--- src/rtl/pll_rst_ctrl.sv ---
// PLL reset sequencer: pulses the PLL reset, waits for a stable lock,
// then releases the system reset; retries on lock timeout.
module pll_rst_ctrl #(
    parameter int unsigned RST_CYC      = 16,
    parameter int unsigned LOCK_TIMEOUT = 50000,
    parameter int unsigned STABLE_CYC   = 1024,
    parameter int unsigned HOLD_CYC     = 64
) (
    input  logic       clk,
    input  logic       rst_n,
    input  logic       pll_lock,
    output logic       pll_rst,
    output logic       sys_rst_n,
    output logic       locked,
    output logic [7:0] retry_cnt,
    output logic       lock_lost
);

    typedef enum logic [2:0] {
        S_PLL_RST,
        S_WAIT_LOCK,
        S_STABLE,
        S_HOLD,
        S_RUN
    } state_e;

    localparam logic [15:0] RST_LAST = 16'(RST_CYC - 1);
    localparam logic [15:0] TMO_LAST = 16'(LOCK_TIMEOUT - 1);
    localparam logic [15:0] STB_LAST = 16'(STABLE_CYC - 1);
    localparam logic [15:0] HLD_LAST = 16'(HOLD_CYC - 1);

    state_e      state_q;
    logic [15:0] cnt_q;
    logic [15:0] cnt_d;
    logic [1:0]  sync_q;
    logic        lock_s;
    logic        pll_rst_q;
    logic        sys_rst_n_q;
    logic        locked_q;
    logic [7:0]  retry_q;
    logic        lost_q;

    assign lock_s = sync_q[1];
    assign cnt_d  = cnt_q + 16'd1;

    // Two-flop synchroniser for the asynchronous PLL lock flag
    always_ff @(posedge clk or negedge rst_n) begin
        if (!rst_n) begin
            sync_q <= 2'b00;
        end else begin
            sync_q <= {sync_q[0], pll_lock};
        end
    end

    // Sequencer FSM with shared phase counter and registered outputs
    always_ff @(posedge clk or negedge rst_n) begin
        if (!rst_n) begin
            state_q     <= S_PLL_RST;
            cnt_q       <= '0;
            pll_rst_q   <= 1'b1;
            sys_rst_n_q <= 1'b0;
            locked_q    <= 1'b0;
            retry_q     <= '0;
            lost_q      <= 1'b0;
        end else begin
            cnt_q <= cnt_d;
            unique case (state_q)
                S_PLL_RST: begin
                    if (cnt_q == RST_LAST) begin
                        state_q   <= S_WAIT_LOCK;
                        cnt_q     <= '0;
                        pll_rst_q <= 1'b0;
                    end
                end
                S_WAIT_LOCK: begin
                    if (lock_s) begin
                        state_q <= S_STABLE;
                        cnt_q   <= '0;
                    end else if (cnt_q == TMO_LAST) begin
                        state_q   <= S_PLL_RST;
                        cnt_q     <= '0;
                        pll_rst_q <= 1'b1;
                        if (retry_q != 8'hFF) begin
                            retry_q <= retry_q + 8'd1;
                        end
                    end
                end
                S_STABLE: begin
                    if (!lock_s) begin
                        state_q <= S_WAIT_LOCK;
                        cnt_q   <= '0;
                    end else if (cnt_q == STB_LAST) begin
                        state_q <= S_HOLD;
                        cnt_q   <= '0;
                    end
                end
                S_HOLD: begin
                    if (!lock_s) begin
                        state_q   <= S_PLL_RST;
                        cnt_q     <= '0;
                        pll_rst_q <= 1'b1;
                    end else if (cnt_q == HLD_LAST) begin
                        state_q     <= S_RUN;
                        cnt_q       <= '0;
                        sys_rst_n_q <= 1'b1;
                        locked_q    <= 1'b1;
                    end
                end
                S_RUN: begin
                    // counter parks here so it never wraps
                    cnt_q <= cnt_q;
                    if (!lock_s) begin
                        state_q     <= S_PLL_RST;
                        cnt_q       <= '0;
                        pll_rst_q   <= 1'b1;
                        sys_rst_n_q <= 1'b0;
                        locked_q    <= 1'b0;
                        lost_q      <= 1'b1;
                    end
                end
                default: begin
                    state_q     <= S_PLL_RST;
                    cnt_q       <= '0;
                    pll_rst_q   <= 1'b1;
                    sys_rst_n_q <= 1'b0;
                    locked_q    <= 1'b0;
                end
            endcase
        end
    end

    assign pll_rst   = pll_rst_q;
    assign sys_rst_n = sys_rst_n_q;
    assign locked    = locked_q;
    assign retry_cnt = retry_q;
    assign lock_lost = lost_q;

endmodule

--- config.mk ---
export PLATFORM = sky130hd
export DESIGN_NAME = pll_rst_ctrl
export DESIGN_NICKNAME = d
export VERILOG_FILES = /design/src/rtl/pll_rst_ctrl.sv
export SDC_FILE = /design/constraint.sdc
export NUM_CORES = 1
export LEC_CHECK = 0
export CAP_MARGIN = 20
export CORE_ASPECT_RATIO = 0.9
export CORE_MARGIN = 2
export CORE_UTILIZATION = 58
export DETAILED_ROUTE_END_ITERATION = 8
export PLACE_DENSITY = 0.79
export SYNTH_ARGS = -nofsm -noshare
export SYNTH_HDL_FRONTEND = slang
export SYNTH_SLANG_ARGS = --single-unit
--- constraint.sdc ---
create_clock -name clk -period 2.14 [get_ports clk]
set_input_delay 0.428 -clock clk [delete_from_list [all_inputs] [get_ports clk]]
set_output_delay 0.428 -clock clk [all_outputs]
set_load 0.01 [all_outputs]
==> metrics.yaml <==
run_status:
  status: "completed"
grt:
  grt_max_degree: 33
  grt_pass1_vias: 1599
  grt_use_total: 0.252
  antenna_found_initial: 0
  grt_pass1_wl_microns: 7220
  grt-ovfl-total: 0
timing:
  tightest_slew_ns: 0.616
  layout_worst_path_cycle_share: 0.983
  skew_ns: 0.00565
  fmax_mhz: 475
  relSlewSlack: 0.589
  drv_slew: 0
  fin_tns_setup_ns: 0
  setup_viol: 0
  rsz0062_at_grt: "false"
  timing.final.ws_setup_ns: 0.0358
  holdWs_ns: 0.363
  hold_violations: 0
  post-route-min-period_ns: 2.10
power:
  leakagePower_nw: 0.993
  total_power_mw: 1.81
  ir_drop_uv: 536
  p_per_area_nw_per_um2: 812
final_layout:
  num_antenna_cells: 0
  instances_no_fill: 269
  nFillCells: 231
  drive_above_1_share: 0.159
  post-route-util: 0.714
  area_growth_pct: 15.2
  stdcell_area_sq_um: 2220
  final_nets: 231
place:
  dp_hpwl_microns: 2860
  gp_congestion: 0.861
  io_buffers: 14
  preCtsSetupSlack_ns: 0.117
  placed_area_sq_um: 2100
  place_inst: 258
logic_synthesis:
  synth_simple_gate_area_frac: 0.325
  synth-async-reset-ratio: 1.00
  avgSynthCellArea_sq_um: 9.32
  synth_top_area_cell: "dfrtp_1"
  synth_cell_types: 51
  ys_top_cells_by_count: "nand2_1, dfrtp_1, nor2_1, o21ai_0, o22ai_1"
  synthCells: 207
  synth_top_area_frac: 0.402
  synth_adder_area_share: 0.0130
  ys_warn_count: 0
  yosys-top-cells-area: "dfrtp_1, nand2_1, o21ai_0"
  syn_area_sq_um: 1930
  synth_xor_area_frac: 0.0363
  synth_fp_nets: 212
  yosys_register_bits: 32
  synth_compound_area_frac: 0.151
  synth_top_flop_cell: "dfrtp_1"
  yosysSeqAreaShare: 0.416
  synth_top_family_by_area: "simple AND/OR/NAND/NOR gates"
  yosysMostFrequentCell: "nand2_1"
  muxShareOfSynthArea: 0.0136
  synth-edff-count: 0
clocking:
  clk_latency_ns: 0.29
  cts_tree: "done"
  cts_buffers: 5
  cts_buffer_depth: 2
  clk_pin_slew_ns: 0.07
  h-tree-depth: 2
  numClockSinks: 32
  cts_hold_buf: 0
  root_buffer: "clkbuf_8"
critical_path:
  worstPathRequired_ns: 2.30
  crit_family: "simple AND/OR/NAND/NOR gates"
  crit_type: "flop to flop"
  crit_fanout: 10
  worst-path-buf-inv: 1
  cp_slowest_cell: "dfrtp_1"
  cp_cell_sequence: "nor4_4 > nand4_1 > o2bb2ai_4 > buf_4 > o21ai_0 > o211ai_1"
  critPathCaptureType: "flop"
  slowest_delay_ns: 0.45
  cp-start-kind: "flop"
  critical_path_arrival_ns: 2.26
drt:
  totalWireLength_microns: 4360
  dr.pass1.iters: 6
  vias: 1681
  drc: 0
  drt_iter0_drc: 132
  via_per_inst: 6.25
  wl_per_cell_microns: 16.2
  final_antenna_net_count: 0
floorplan:
  die_height_microns: 58.7
  die_x_microns: 64.8
  start_util: 0.620
  core_area_sq_um: 3110
  die_area_sq_um: 3800
  io_pins: 15
  num_rows: 19
min_path:
  min_path_type: "flop to flop"
job:
  cap_violations: 0
## final timing paths
| path | start | endpoint | slack [ns] | depth (start not counted) |
|---|---|---|---|---|
| max in group asynchronous | rst_n | pll_rst$_DFFE_PN1P_ | 1.27 | 2 |
| min in group asynchronous | rst_n | cnt_q[3]$_DFFE_PN0P_ | 0.55 | 2 |
| hold reg to reg | sync_q[0]$_DFF_PN0_ | sync_q[1]$_DFF_PN0_ | 0.36 | 0 |
| hold / removal | sync_q[0]$_DFF_PN0_ | sync_q[1]$_DFF_PN0_ | 0.36 | 0 |
| setup / recovery | cnt_q[10]$_DFFE_PN0P_ | cnt_q[9]$_DFFE_PN0P_ | 0.04 | 6 |
| setup reg to reg | cnt_q[10]$_DFFE_PN0P_ | cnt_q[9]$_DFFE_PN0P_ | 0.04 | 6 |
## kinds of logic after synthesis
family / Yosys count
and+or+nand+nor: 106
buffers and inverters: 16
adders and majority gates: 2
muxes: 2
xor gates and xnor gates: 8
DFF: 32
AOI/OAI and AO/OA: 41
## power by group
group	internal (mW)	total (mW)	switching, mW
logic	0.265	0.597	0.332
clock network	0.256	0.484	0.227
registers	0.663	0.725	0.0622
total	1.18	1.81	0.621
## worst register-to-register path, stage by stage (launching register included)
cell and delay (ns):
dfrtp_1 0.45, nor4_4 0.43, nand4_1 0.27, o2bb2ai_4 0.27
buf_4 0.20, o21ai_0 0.23, o211ai_1 0.13
## layout by cell type, fill, tap and decap left out, drive strengths merged, types with 3 or more instances in the layout
cell type and count:
nand2 37, dfrtp 31, o21ai 16, clkdlybuf4s50 14
nor2 14, buf 10, nor3 10, o22ai 8
and3 7, nand3 7, nand4 7, xor2 6
clkbuf 6, and4 5, nor2b 4, inv 4
o211ai 4, o21a 3, and2 3
## repair_timing
item                       4_1_cts  5_1_grt
setup endpoints to repair        0        3
setup buffers                    0        3
gates resized for setup          0        1
## area by class of cell
cell class | instances | area (sq um) | area share
Tap cell | 42 | 52.6 | 0.0236
Multi-Input combinational cell | 159 | 1040 | 0.470
Inverter | 4 | 15.0 | 0.00676
Clock inverter | 2 | 10.0 | 0.00450
Timing Repair Buffer | 24 | 215 | 0.0968
Clock buffer | 6 | 82.6 | 0.0372
Sequential cell | 32 | 802 | 0.361
## sequential cells by signal (all words and copies together), names as in the netlist
name	flops
cnt_q	16
retry_cnt	8
state_q	3
sync_q	2
lock_lost	1
locked	1
pll_rst	1
## per-layer routing
metal	GRT usage	routed length [microns]
met5	0	0
met4	0.0669	46
met3	0.0631	257
met2	0.457	2280
met1	0.300	1780
No activity file was read; power rests on OpenSTA's default activity.
